`src/rtl/hazard_pkg.sv`:
```
// Shared types and defaults for the pipeline hazard/stall controller.
// Holds the sequencing FSM encoding and the register-zero constant.
package hazard_pkg;

    localparam int REG_ADDR_W_DEF  = 5;
    localparam int CNT_W_DEF       = 16;
    localparam int MEM_TIMEOUT_DEF = 64;

    // x0 is hardwired to zero, so it can never create a true dependency
    localparam int REG_X0 = 0;

    typedef enum logic [1:0] {
        RUN      = 2'd0,
        MEM_WAIT = 2'd1,
        ERR      = 2'd2
    } state_e;

endpackage

```
`src/rtl/hazard_stall_ctrl_sat_counter.sv`:
```
// Saturating up-counter used for the performance-debug event counts.
// Sticks at all-ones rather than wrapping.
module sat_counter #(
    parameter int W = 16
) (
    input  logic         clk,
    input  logic         rst_n,
    input  logic         inc,
    output logic [W-1:0] count
);

    logic [W-1:0] count_q;
    logic [W-1:0] count_d;

    always_comb begin
        count_d = count_q;
        if (inc && (count_q != {W{1'b1}})) begin
            count_d = count_q + 1'b1;
        end
    end

    always_ff @(posedge clk or negedge rst_n) begin
        if (!rst_n) begin
            count_q <= '0;
        end else begin
            count_q <= count_d;
        end
    end

    assign count = count_q;

endmodule

```
`src/rtl/hazard_stall_ctrl.sv`:
```
// Pipeline sequencing controller: load-use bubbles, taken-branch flushes,
// data-memory wait freezes and a timeout lock on a hung memory.
module hazard_stall_ctrl
    import hazard_pkg::*;
#(
    parameter int REG_ADDR_W  = REG_ADDR_W_DEF,
    parameter int MEM_TIMEOUT = MEM_TIMEOUT_DEF,
    parameter int CNT_W       = CNT_W_DEF
) (
    input  logic                  clk,
    input  logic                  rst_n,
    input  logic [REG_ADDR_W-1:0] id_rs1,
    input  logic [REG_ADDR_W-1:0] id_rs2,
    input  logic                  id_uses_rs2,
    input  logic [REG_ADDR_W-1:0] ex_rd,
    input  logic                  ex_memread,
    input  logic                  mem_branch_taken,
    input  logic                  dmem_req,
    input  logic                  dmem_ready,
    output logic                  pc_write,
    output logic                  ifid_write,
    output logic                  ctrl_mux_sel,
    output logic                  pipe_en,
    output logic                  ifid_flush,
    output logic                  idex_flush,
    output logic                  exmem_flush,
    output logic                  mem_err,
    output logic [CNT_W-1:0]      bubble_cnt,
    output logic [CNT_W-1:0]      flush_cnt,
    output logic [CNT_W-1:0]      wait_cnt_total,
    output logic [1:0]            dbg_state
);

    localparam int WW = $clog2(MEM_TIMEOUT) + 1;
    localparam logic [WW-1:0] WAIT_LAST = WW'(MEM_TIMEOUT - 1);

    state_e        state_q, state_d;
    logic [WW-1:0] wait_q, wait_d;

    logic hold;
    logic lu;
    logic active;
    logic bubble_inc, flush_inc, wait_inc;

    assign hold   = dmem_req & ~dmem_ready;
    assign lu     = ex_memread & (ex_rd != REG_ADDR_W'(REG_X0)) &
                    ((ex_rd == id_rs1) | (id_uses_rs2 & (ex_rd == id_rs2)));
    assign active = (state_q != ERR);

    // Events are only counted while the controller is live; a locked ERR
    // pipeline records nothing further.
    assign wait_inc   = active & hold;
    assign flush_inc  = active & ~hold & mem_branch_taken;
    assign bubble_inc = active & ~hold & ~mem_branch_taken & lu;

    always_comb begin
        state_d = state_q;
        wait_d  = wait_q;
        case (state_q)
            RUN: begin
                if (hold) begin
                    state_d = MEM_WAIT;
                    wait_d  = WW'(1);
                end
            end
            MEM_WAIT: begin
                if (hold) begin
                    if (wait_q == WAIT_LAST) begin
                        state_d = ERR;
                    end else begin
                        wait_d = wait_q + 1'b1;
                    end
                end else begin
                    state_d = RUN;
                    wait_d  = '0;
                end
            end
            ERR: begin
                state_d = ERR;
            end
            default: begin
                state_d = RUN;
                wait_d  = '0;
            end
        endcase
    end

    always_ff @(posedge clk or negedge rst_n) begin
        if (!rst_n) begin
            state_q <= RUN;
            wait_q  <= '0;
        end else begin
            state_q <= state_d;
            wait_q  <= wait_d;
        end
    end

    // Output priority: reset > freeze (hold or ERR) > branch > load-use > normal
    always_comb begin
        pc_write     = 1'b0;
        ifid_write   = 1'b0;
        ctrl_mux_sel = 1'b0;
        pipe_en      = 1'b0;
        ifid_flush   = 1'b0;
        idex_flush   = 1'b0;
        exmem_flush  = 1'b0;
        if (!rst_n) begin
            ctrl_mux_sel = 1'b1;
        end else if (!active || hold) begin
            ctrl_mux_sel = 1'b0;
        end else if (mem_branch_taken) begin
            pc_write     = 1'b1;
            ifid_write   = 1'b1;
            ctrl_mux_sel = 1'b1;
            pipe_en      = 1'b1;
            ifid_flush   = 1'b1;
            idex_flush   = 1'b1;
            exmem_flush  = 1'b1;
        end else if (lu) begin
            ctrl_mux_sel = 1'b1;
            pipe_en      = 1'b1;
        end else begin
            pc_write   = 1'b1;
            ifid_write = 1'b1;
            pipe_en    = 1'b1;
        end
    end

    assign mem_err   = (state_q == ERR);
    assign dbg_state = state_q;

    sat_counter #(.W(CNT_W)) u_bubble_cnt (
        .clk   (clk),
        .rst_n (rst_n),
        .inc   (bubble_inc),
        .count (bubble_cnt)
    );

    sat_counter #(.W(CNT_W)) u_flush_cnt (
        .clk   (clk),
        .rst_n (rst_n),
        .inc   (flush_inc),
        .count (flush_cnt)
    );

    sat_counter #(.W(CNT_W)) u_wait_cnt (
        .clk   (clk),
        .rst_n (rst_n),
        .inc   (wait_inc),
        .count (wait_cnt_total)
    );

endmodule

```
`config.mk`:
```
export PLATFORM = sky130hd
export DESIGN_NAME = hazard_stall_ctrl
export DESIGN_NICKNAME = d
export VERILOG_FILES = /design/src/rtl/hazard_pkg.sv /design/src/rtl/hazard_stall_ctrl_sat_counter.sv /design/src/rtl/hazard_stall_ctrl.sv
export SDC_FILE = /design/constraint.sdc
export NUM_CORES = 1
export LEC_CHECK = 0
export ABC_AREA = 1
export BUFFER_PORTS_ARGS = -buffer_cell sky130_fd_sc_hd__buf_2
export CAP_MARGIN = 20
export CORE_UTILIZATION = 62
export CTS_BUF_LIST = sky130_fd_sc_hd__clkbuf_8
export DETAILED_ROUTE_END_ITERATION = 10
export HOLD_SLACK_MARGIN = 0.08
export PLACE_DENSITY = 0.88
export SYNTH_ARGS = -nofsm -noshare
export SYNTH_HDL_FRONTEND = slang
export SYNTH_HIERARCHICAL = 1
export SYNTH_SLANG_ARGS = --single-unit
```
`constraint.sdc`:
```
create_clock -name clk -period 2.79 [get_ports clk]
set_clock_uncertainty 0.15 [all_clocks]
set_input_delay 0.837 -clock clk [delete_from_list [all_inputs] [get_ports clk]]
set_output_delay 0.837 -clock clk [all_outputs]
set_load 0.005 [all_outputs]
```
== Word level (Yosys, flattened, before mapping) ==
Index checks and enable logic that the tools add are counted.

* Register bits: 57
* Latch bits: 0
* Memory bits (writable): 0
* Bits in read-only memories: 0
* Bits of input ports: 22
* Output and inout bits: 58
* Word-level logic and storage cells: 65
* Memories kept: 0

* Add/sub/neg operators: 4
* Multiply operators: 0
* Div/mod/pow operators: 0
* $lt $le $gt $ge: 0
* Equality and inequality tests: 12
* Shift-type cells: 0
* Muxes and demuxes: 21
* Bitwise operators: 14
* Reduce and logical (&&, ||, !) cells: 9

{| class="wikitable"
|+ Operator list
! operator !! number
|-
| $add 16x1->16 const B || 3
|-
| $ne 16x16->1 const B || 3
|-
| $mux 7 || 3
|-
| $pmux 7 s3 || 1
|-
| $mux 1 || 13
|-
| $eq 5x5->1 || 2
|-
| $and 1x1->1 || 9
|-
| $add 7x1->7 const B || 1
|-
| $eq 7x6->1 const B || 1
|-
| $mux 2 || 3
|-
| $ne 3x3->1 const B || 2
|-
| $pmux 2 s3 || 1
|-
| $reduce_bool 5->1 || 1
|-
| $ne 2x2->1 const B || 2
|-
| $not 1->1 || 4
|-
| $logic_and 1x1->1 || 3
|-
| $reduce_and 3->1 || 1
|-
| $eq 2x1->1 const B || 1
|-
| $eq 2x2->1 const B || 1
|-
| $logic_not 2->1 || 1
|-
| $reduce_and 2->1 || 1
|-
| $logic_not 1->1 || 1
|-
| $logic_or 1x1->1 || 1
|-
| $or 1x1->1 || 1
|}

== Logic depth before layout (Yosys ltp) ==
Gate-level depths: netlist (run 1).

* Word-level depth: 8
* Gate-level depth with buffers: 16
* Depth with buffers taken out: 16

== Hierarchy ==
Netlist (run 1), hierarchy kept.

{| class="wikitable"
|+ By module, submodules not included
! module !! instances !! cells an instance !! area an instance (µm²) !! sequential area each (µm²)
|-
| sat_counter || 3 || 149 || 1,058.5 || 400.4
|-
| hazard_stall_ctrl || 1 || 137 || 822.0 || 225.2
|}

== Worst setup path after synthesis (run 1) ==
OpenSTA, ideal clock, no wires.

* Kind: in2out
* Start: input port dmem_req
* End: output port idex_flush
* Data arrival time: 1.600 ns
* Required time: 1.803 ns
* Path slack: 0.203 ns
* Cell stages on the path: 6
* Buffers on the path: 1
* Path through: inv_1 -> nor2_4 -> inv_2 -> nand2_1 -> nor3_1 -> buf_4

* Longest elaborated chain between the ends: 4

{| class="wikitable"
|+ RTL lines
! element !! line !! source
|-
| start: declaration || hazard_stall_ctrl.sv:18 || <nowiki>input logic dmem_req,</nowiki>
|-
| $and 1x1->1 || hazard_stall_ctrl.sv:45 || <nowiki>assign hold = dmem_req & ~dmem_ready;</nowiki>
|-
| $logic_or 1x1->1 || hazard_stall_ctrl.sv:109 || <nowiki>end else if (!active || hold) begin</nowiki>
|-
| $mux 1 (2 in a row) || n/a ||
|-
| end: declaration || hazard_stall_ctrl.sv:25 || <nowiki>output logic idex_flush,</nowiki>
|}

Every way passes these cells.

== Final worst setup path (run 1) ==
* Start: input port dmem_req
* End: output port ifid_flush

* Longest elaborated chain between the ends: 4

{| class="wikitable"
|+ RTL lines
! element !! line !! source
|-
| $and 1x1->1 || hazard_stall_ctrl.sv:45 ||
|-
| $logic_or 1x1->1 || hazard_stall_ctrl.sv:109 ||
|-
| $mux 1 || hazard_stall_ctrl.sv:109 ||
|-
| $mux 1 || hazard_stall_ctrl.sv:107 || <nowiki>if (!rst_n) begin</nowiki>
|-
| end: declaration || hazard_stall_ctrl.sv:24 || <nowiki>output logic ifid_flush,</nowiki>
|}

Every way passes these cells.

==> metrics.csv, run 1 <==
stage,metric,value,unit
sta,max_freq,366,MHz
sta,fin_crit_sh,97.8,%
die,initial_utilization,66.0,%
clock_tree,clock_latency,0.35,ns
grt,grt_max_degree,54,
clock_tree,clkTransAtPathRegs,0.06,ns
setup_path,endpoint_kind,primary output,
power_and_ir_drop,power.total,1.67,mW
job,maxCapViolations,0,
synth,ys_seq_area_share,35.7,%
synth,ys_top_cells_by_count,"nand2_1, inv_1, dfrtp_1, nor2_1, nand3_1",
setup_path,required,1.80,ns
drt,post-route-drc-count,0,
synth,synth_area_per_cell,6.85,sq um
place,port_buffers,79,
die,core,6060,sq um
synth,synth_top_area_share,35.7,%
die,die_width,82.3,um
setup_path,critPathArrivalTime,1.74,ns
power_and_ir_drop,power_density,363,nW/um^2
grt,grt_overflow_total,0,
sta,finalHoldViolCount,0,
drt,drtPass1Iterations,5,
setup_path,criticalPathCategory,primary input to primary output,
power_and_ir_drop,seq_power_share,49.8,%
synth,synth.area.top_cells,"dfrtp_1, nand2_1, inv_1",
drt,drtIter0Drc,225,
synth,synthDistinctLibCells,26,
die,die-height,82.3,um
drt,vias,4097,
clock_tree,clock_path_buffers,2,
setup_path,startpoint_type,primary input,
drt,routedWlPerCell,12.9,um
die,die_area,6770,sq um
sta,slew_headroom,55.3,%
power_and_ir_drop,swShare,23.9,%
drt,antenna_left,0,
synth,synth_edf_count,0,
clock_tree,cts_tree,built,
sta,drv_slew,0,
finish,multi_input_area,2210,sq um
power_and_ir_drop,p_sw,400,uW
finish,stdcell_area,4600,sq um
die,fp-row-count,28,
power_and_ir_drop,p_leak,2.41,nW
synth,yosys.area.top_type,dfrtp_1,
die,pin_count,80,
place,dp_cells,731,
grt,grt_pass1_vias,3747,
place,hpwl,7060,um
place,gp_congestion,0.989,
clock_tree,numCtsBuffers,9,
finish,final_cells,747,
synth,synthCells,584,
synth,synth_area,4000,sq um
power_and_ir_drop,power_frac_comb,5.0,%
finish,layout.nets,693,
grt,antenna_found_initial,0,
grt,grt_pass1_wl,15800,um
drt,finalWirelength,9650,um
clock_tree,htree_levels,3,
synth,synthFlopType,dfrtp_1,
synth,synth-async-reset-ratio,100,%
power_and_ir_drop,intPower,1.27,mW
clock_tree,clock-sinks,57,
hold_path,hold_class,primary input to asynchronous set/reset pin,
synth,synth_nets,610,
synth,yosys_warnings,6,
power_and_ir_drop,clockPowerShare,45.2,%
finish,diodes,0,
sta,min_period,2.73,ns
sta,finalSetupViolCount,0,
sta,rsz0062_at_grt,false,
synth,synth.most_common_cell,nand2_1,
clock_tree,cts_root_buffer,clkbuf_8,
sta,tightest_slew,0.670,ns
synth,ys_ff_latch,57,
finish,postLayoutCoreUtil,76.0,%
finish,seq_area,1430,sq um
finish,drive_above_1_share,22.6,%
outcome,status,"complete, no violations",
setup_path,worstPathMaxFanout,6,
finish,syn_to_final_growth,15.2,%
place,placed_area,4410,sq um
sta,timing.setup.tns,0,ns
finish,nFillCells,483,
drt,routed_via_density,5.48,
grt,grt_use_total,30.3,%
power_and_ir_drop,ir_drop,0.240,mV
## cells in the final DEF, fill, tap and decap left out
cell,n
or2_2,1
inv_1,67
nand4_1,20
buf_4,2
nor2_4,14
nand3_1,29
xor2_1,3
nor2_1,55
nand2_2,13
a21oi_1,1
nor3_1,1
nand3b_1,1
ha_1,4
nand3_2,1
nand3_4,1
buf_2,79
clkinv_2,2
o21ai_0,27
dfrtp_1,57
inv_2,5
a21oi_2,1
o21ai_2,7
nor2_2,10
nand4_4,3
nand2_1,237
clkbuf_8,13
o21ai_1,2
xnor2_1,16
## sequential cells by signal, indices dropped and copies added, names as in the netlist
register / count
wait_q: 7
u_flush_cnt/count: 16
dbg_state: 2
u_wait_cnt/count: 16
u_bubble_cnt/count: 16
## cells by family after synthesis
| kind of cell | after synthesis | synth area share (%) |
|---|---|---|
| and+or+nand+nor | 386 | 44.5 |
| buffers and inverters | 80 | 8.92 |
| AOI/OAI and AO/OA | 38 | 5.51 |
| DFF | 57 | 35.7 |
| adders and majority gates | 4 | 1.25 |
| xor gates and xnor gates | 19 | 4.16 |
## layer usage
metal	part of all wire [%]	track usage, %	vias to the layer above
li1	-	-	1978
met1	41	34.4	1942
met2	51	54.5	150
met3	5.4	5.82	27
met4	2.4	14.0	0
met5	0	0	-
## through the flow
stage,hold slack [ns],worst slack (ns)
6_report,0.175,0.0603
5_1_grt,0.184,0.000683
4_1_cts,0.175,0.0630
3_5_place_dp,0.359,0.0597
3_3_place_gp,0.332,0.152
2_1_floorplan,0.318,0.203
## cell type report
type,count,share of cell area (%)
tap,75,2.04
clock inverter,3,0.299
sequential,57,31.0
inverter,71,5.79
multi-input combinational,447,48.1
clock buffer,13,3.89
timing repair buffer,81,8.91
## final timing paths
kind | from | cells after the start | slack (ns) | endpoint
setup reg to reg | dbg_state[1] | 12 | 0.67 | u_flush_cnt/count[15]
hold / removal | rst_n | 1 | 0.18 | dbg_state[0]
hold reg to reg | wait_q[6] | 2 | 0.36 | wait_q[6]
max in group asynchronous | rst_n | 2 | 1.41 | wait_q[1]
setup / recovery | dmem_req | 7 | 0.06 | ifid_flush
min in group clk | wait_q[6] | 2 | 0.36 | wait_q[6]
## what timing repair did
| action | CTS | global route |
|---|---|---|
| setup endpoints to repair | 0 | 1 |
| buffers inserted | 0 | 0 |
| hold buffers | 0 | 0 |
| resized for setup | 0 | 1 |
## critical path: stages
cell and delay [ns]:
buf_2 0.09, inv_1 0.08, nor2_4 0.04, inv_2 0.09
nand2_1 0.15, nor3_1 0.27, buf_2 0.18
## power groups by stage
stage | registers [mW] | logic, mW | clock network [mW]
finish | 0.833 | 0.0829 | 0.756
floorplan | 0.848 | 0.0341 | 0
CTS | 0.833 | 0.0840 | 0.757
detailed placement | 0.849 | 0.0833 | 0
global route | 0.834 | 0.0954 | 0.783
global placement | 0.849 | 0.0801 | 0
No activity file was read; power rests on OpenSTA's default activity.
==> run 2, diff against run 1 <==
CELL_PAD_IN_SITES_DETAIL_PLACEMENT = 1   (was unset)
CELL_PAD_IN_SITES_GLOBAL_PLACEMENT = 1   (was unset)
CORE_UTILIZATION = 44   (was 62)
PLACE_DENSITY = unset   (was 0.88)
PLACE_DENSITY_LB_ADDON = 0.1   (was unset)
==> run 2 against run 1 <==
Effect of this change: clock power up 4.9%; cell area up 2.5%; fmax up 1.5%; global-route usage is 5.6 points lower; power is 2.7% higher.
==> metrics.csv, run 2 (synthesized netlist as in run 1, its figures left out) <==
stage,metric,value,unit,change
place,hpwl,8530,um,+21%
drt,routedWlPerCell,14.5,um,+12%
power_and_ir_drop,p_leak,2.43,nW,+1.0%
setup_path,timing.rr.end,u_flush_cnt/count[10],,
setup_path,criticalPathCategory,primary input to primary output,,
clock_tree,htree_levels,3,,unchanged
clock_tree,post-cts-setup-buffers,0,,unchanged
sta,slew_headroom,48.8,%,-6.5 points
clock_tree,clkTransAtPathRegs,0.07,ns,about the same
setup_path,crit_chain,"buf_4, inv_1, nand2_1, nand2_1, nor2_1, nand3_1, nand2_2, nand3_2, nand2_1, inv_1, buf_2",,
setup_path,startpoint_type,primary input,,
clock_tree,cts_tree,built,,
clock_tree,numCtsBuffers,9,,unchanged
power_and_ir_drop,p_sw,406,uW,+1.5%
setup_path,reg2reg_from,dbg_state[1],,
drt,drtIter0Drc,112,,-50%
sta,min_period,2.69,ns,-0.0399 ns
setup_path,critPathMaxStageDelay,0.11,ns,-0.16 ns
sta,finalSetupViolCount,0,,unchanged
setup_path,worst-r2r-setup-slack,0.64,ns,-0.03 ns
setup_path,crit_family,simple AND/OR/NAND/NOR gates,,
sta,max_freq,372,MHz,+1.5%
place,gp_congestion,0.905,,-8.6%
clock_tree,cts_hold_buf,0,,unchanged
grt,grt_max_degree,58,,+7.4%
sta,timing.setup.tns,0,ns,unchanged
clock_tree,clock-sinks,57,,unchanged
power_and_ir_drop,ir_drop,0.188,mV,-22%
power_and_ir_drop,seq_power_share,48.5,%,-1.3 points
drt,post-route-drc-count,0,,unchanged
setup_path,required,1.80,ns,about the same
drt,vias,4025,,-1.8%
setup_path,cp_common_cell,nand2_1,,
grt,grt_overflow_total,0,,unchanged
die,die_area,9470,sq um,+40%
sta,finalHoldViolCount,0,,unchanged
grt,grt_use_total,24.7,%,-5.6 points
clock_tree,clock_path_buffers,2,,unchanged
job,maxCapViolations,0,,unchanged
setup_path,cp-startpoint,ex_rd[4],,
clock_tree,clock_latency,0.34,ns,about the same
drt,drtPass1Iterations,5,,unchanged
die,pin_count,80,,unchanged
grt,antenna_found_initial,0,,unchanged
finish,nFillCells,1206,,+150%
power_and_ir_drop,power.total,1.72,mW,+2.7%
sta,rsz0062_at_grt,false,,
setup_path,cp.depth,11,,+4
sta,drv_slew,0,,unchanged
finish,drive_above_1_share,24.1,%,+1.5 points
outcome,status,"complete, no violations",,
sta,fin_crit_sh,96.4,%,-1.4 points
finish,layout_commonest_cell,nand2_1,,
hold_path,whs_path_depth,2,,
die,fp-row-count,34,,+21%
hold_path,hp-start,wait_q[6],,
finish,layout.nets,697,,+0.58%
die,die_width,97.3,um,+18%
drt,finalWirelength,11300,um,+18%
setup_path,critPathArrivalTime,1.70,ns,-0.04 ns
setup_path,r2r_cells,9,,-3
die,initial_utilization,45.6,%,-20 points
setup_path,endpoint_kind,primary output,,
clock_tree,cts_root_buffer,clkbuf_8,,
drt,antenna_left,0,,unchanged
drt,routed_via_density,5.14,,-6.3%
power_and_ir_drop,swShare,23.7,%,-0.28 points
setup_path,cp_num_buf_inv,4,,unchanged
die,die-height,97.3,um,+18%
setup_path,worstPathMaxFanout,4,,-2
die,core,8760,sq um,+45%
sta,tightest_slew,0.768,ns,+0.0980 ns
power_and_ir_drop,intPower,1.31,mW,+3.1%
hold_path,hold_class,flop to flop,,
finish,syn_to_final_growth,18.0,%,
finish,final_cell_mix,"nand2_1, buf_2, inv_1",,
hold_path,hold-path-endpoint,wait_q[6],,
power_and_ir_drop,clockPowerShare,46.2,%,+1.0 points
finish,diodes,0,,unchanged
grt,grt_pass1_wl,19000,um,+21%
power_and_ir_drop,power_frac_comb,5.3,%,+0.3 points
setup_path,cp_slowest_cell,buf_4,,
grt,grt_pass1_vias,4075,,+8.8%
place,port_buffers,79,,unchanged
power_and_ir_drop,power_density,364,nW/um^2,+0.24%
-- run 2: cell types whose count changed in the layout (fill, tap and decap cells not counted), moves of 2 or more --
| cell | delta |
|---|---|
| nor2_2 | +2 |
| buf_4 | +5 |
| nand3_2 | +2 |
| buf_2 | -2 |
| inv_1 | -2 |
| clkbuf_8 | -2 |
| inv_2 | +2 |
| nor2_1 | -2 |
| nand3_1 | -2 |
-- run 2: per-stage QoR --
| step | instance area (sq um) | std cells | util [%] | worst slack [ns] | hold WS [ns] |
|---|---|---|---|---|---|
| after global routing | 4720 | 783 | 53.8 | 0.00253 | 0.399 |
| after global placement | 4500 | 768 | 51.3 | 0.0853 | 0.336 |
| after CTS | 4690 | 783 | 53.5 | 0.0218 | 0.364 |
| after floorplan | 4000 | 584 | - | 0.203 | 0.318 |
| after detailed placement | 4500 | 768 | 51.3 | 0.0381 | 0.348 |
| final | 4720 | 783 | 53.8 | 0.100 | 0.354 |
-- run 2: tightest hold or removal path: cells and delay by family, from the launching register on --
family	cells	cell delay [ns]
flops	1	0.33
compound gates	1	0.09
buf+inv	1	0.05
-- run 2: area by class of cell --
type	instances	area (sq um)	area share [%]
Tap cell	108	135	2.86
Sequential cell	57	1430	30.2
Clock buffer	11	151	3.21
Timing Repair Buffer	85	458	9.71
Clock inverter	4	43.8	0.928
Inverter	71	267	5.65
Multi-Input combinational cell	447	2240	47.4
-- run 2: routing by layer --
layer | global-route usage (%) | vias up | share of wire, %
met2 | 44.1 | 57 | 52
met5 | 0 | - | 0
met3 | 2.66 | 9 | 2.1
met1 | 31.1 | 1973 | 45
li1 | - | 1986 | -
met4 | 8.37 | 0 | 1.1
-- run 2: how the worst max path moves through the flow --
stage | end | slack, ns
after global routing | ifid_write | 0.003
after detailed placement | ifid_write | 0.04
after CTS | ifid_write | 0.02
after floorplan | idex_flush | 0.20
final | ifid_write | 0.10
after global placement | pc_write | 0.09
-- run 2: power by group through the flow --
stage | Clock (mW) | Sequential, mW | Combinational [mW]
floorplan | 0 | 0.848 | 0.0341
global placement | 0 | 0.849 | 0.0845
detailed placement | 0 | 0.849 | 0.0882
CTS | 0.817 | 0.833 | 0.0890
global route | 0.838 | 0.833 | 0.105
finish | 0.793 | 0.833 | 0.0911
-- run 2: repair_timing --
item,4_1_cts,5_1_grt
pin swaps,0,6
resized for setup,1,10
endpoints found under the setup margin,2,6
==> run 3, diff against run 2 <==
CORE_ASPECT_RATIO = 0.5   (was unset)
==> run 3 against run 2 <==
Effect of this change: cell count up 1.5%; worst setup slack better by 0.013 ns; non-clock buffer count up 2; highest routed layer unchanged; critical path type unchanged; clock power down 11%; register-to-register slack better by 0.10 ns; worst hold slack better by 0.027 ns.
==> metrics.csv, run 3 (synthesized netlist as in run 1, its figures left out) <==
stage,metric,value,unit,change
drt,vias,3980,,-1.1%
setup_path,critPathArrivalTime,1.69,ns,about the same
grt,grt_overflow_total,0,,unchanged
sta,slew_headroom,48.4,%,-0.40 points
drt,antenna_left,0,,unchanged
clock_tree,clkTransAtPathRegs,0.07,ns,about the same
setup_path,worst-r2r-setup-slack,0.74,ns,+0.10 ns
sta,finalSetupViolCount,0,,unchanged
grt,grt_pass1_vias,4005,,-1.7%
finish,nFillCells,1201,,-0.41%
drt,drtPass1Iterations,4,,-1
setup_path,startpoint_type,primary input,,
setup_path,crit_chain,"buf_2, inv_2, nand2_1, nand2_1, nor2_2, nand3_2, nand2_2, nand3_2, nand2_2, inv_1, buf_2",,
clock_tree,cts_tree,built,,
finish,stdcell_area,4750,sq um,+0.69%
setup_path,endpoint_kind,primary output,,
finish,final_cells,795,,+1.5%
sta,finalHoldViolCount,0,,unchanged
drt,finalWirelength,11100,um,-1.8%
die,die_width,137,um,+41%
hold_path,hold_class,flop to flop,,
setup_path,cp_slowest_cell,nor2_2,,
power_and_ir_drop,p_leak,2.44,nW,+0.34%
clock_tree,clock-sinks,57,,unchanged
clock_tree,numCtsBuffers,9,,unchanged
die,die-height,69.4,um,-29%
job,maxCapViolations,0,,unchanged
finish,layout.nets,699,,+0.29%
sta,max_freq,374,MHz,+0.47%
sta,min_period,2.68,ns,-0.0126 ns
clock_tree,htree_levels,3,,unchanged
grt,grt_pass1_wl,18900,um,-0.69%
finish,syn_to_final_growth,18.8,%,
power_and_ir_drop,power.total,1.63,mW,-4.9%
clock_tree,clock_latency,0.34,ns,about the same
place,gp_congestion,0.787,,-13%
place,placed_area,4520,sq um,+0.58%
clock_tree,cts_root_buffer,clkbuf_8,,
drt,routedWlPerCell,14.0,um,-3.3%
sta,fin_crit_sh,96.0,%,-0.45 points
place,hpwl,8360,um,-2.0%
die,die_area,9490,sq um,+0.25%
setup_path,criticalPathCategory,primary input to primary output,,
die,pin_count,80,,unchanged
die,fp-row-count,24,,-29%
clock_tree,clock_path_buffers,2,,unchanged
setup_path,required,1.80,ns,about the same
finish,multi_input_area,2260,sq um,+1.2%
sta,drv_slew,0,,unchanged
finish,layout_commonest_cell,nand2_1,,
grt,grt_use_total,25.3,%,+0.56 points
power_and_ir_drop,ir_drop,0.184,mV,-2.0%
power_and_ir_drop,power_density,344,nW/um^2,-5.6%
finish,final_cell_mix,"nand2_1, buf_2, inv_1",,
outcome,status,"complete, no violations",,
grt,grt_max_degree,58,,unchanged
sta,tightest_slew,0.774,ns,+0.00604 ns
drt,drtIter0Drc,158,,+41%
place,port_buffers,79,,unchanged
grt,antenna_found_initial,0,,unchanged
die,initial_utilization,45.6,%,about the same
finish,seq_area,1430,sq um,unchanged
place,dp_cells,779,,+1.4%
setup_path,worstPathMaxFanout,3,,-1
finish,diodes,0,,unchanged
die,core,8770,sq um,about the same
finish,drive_above_1_share,25.7,%,+1.5 points
clock_tree,cts_hold_buf,0,,unchanged
drt,routed_via_density,5.01,,-2.6%
setup_path,critPathMaxStageDelay,0.13,ns,+0.02 ns
drt,post-route-drc-count,0,,unchanged
## run 3: power breakdown
part	switching [mW]	leakage (nW)	internal, mW
clock network	0.347	0.101	0.360
logic	0.0600	1.65	0.0336
registers	0.00417	0.693	0.829
total	0.411	2.44	1.22
## run 3: critical path, delay by kind of cell
family	cells	cell delay, ns
buffers and inverters	4	0.32
and+or+nand+nor	7	0.54
## run 3: final timing paths
kind	from	endpoint	cells after the start
hold reg to reg	wait_q[6]	wait_q[6]	2
setup reg to reg	dbg_state[1]	u_bubble_cnt/count[15]	12
hold / removal	wait_q[6]	wait_q[6]	2
max in group asynchronous	rst_n	u_flush_cnt/count[14]	2
min in group asynchronous	rst_n	wait_q[4]	2
setup / recovery	ex_rd[1]	pc_write	11
## run 3: what timing repair did
action / 4_1_cts / 5_1_grt
setup buffers: 0 / 0
endpoints found under the setup margin: 2 / 6
pin swaps: 0 / 6
resized for setup: 1 / 20
## run 3: metrics by stage
step	setup TNS (ns)	hold WS, ns	util (%)	worst slack, ns
2_1_floorplan	0	0.318	-	0.203
3_3_place_gp	0	0.334	51.6	0.105
3_5_place_dp	-0.00925	0.374	51.6	-0.00483
4_1_cts	0	0.391	53.6	0.00902
5_1_grt	-0.00711	0.411	54.2	-0.00395
6_report	0	0.381	54.2	0.113
## run 3: metal layers
layer  global-route usage [%]  up-vias  wire, um  share of wire (%)
li1                         -     1994         -                  -
met1                     31.8     1899      5270                 47
met2                     43.4       74      5310                 48
met4                     6.35        0       115                1.0
met3                     6.29       13       437                3.9
met5                        0        -         0                  0
## run 3: cell type report
| type | count | area share, % |
|---|---|---|
| well taps | 117 | 3.08 |
| multi-input cells | 447 | 47.7 |
| clock inverters | 5 | 0.474 |
| repair buffers | 87 | 9.96 |
| flip-flops and latches | 57 | 30.0 |
| clock buffers | 11 | 3.19 |
| inverters | 71 | 5.61 |
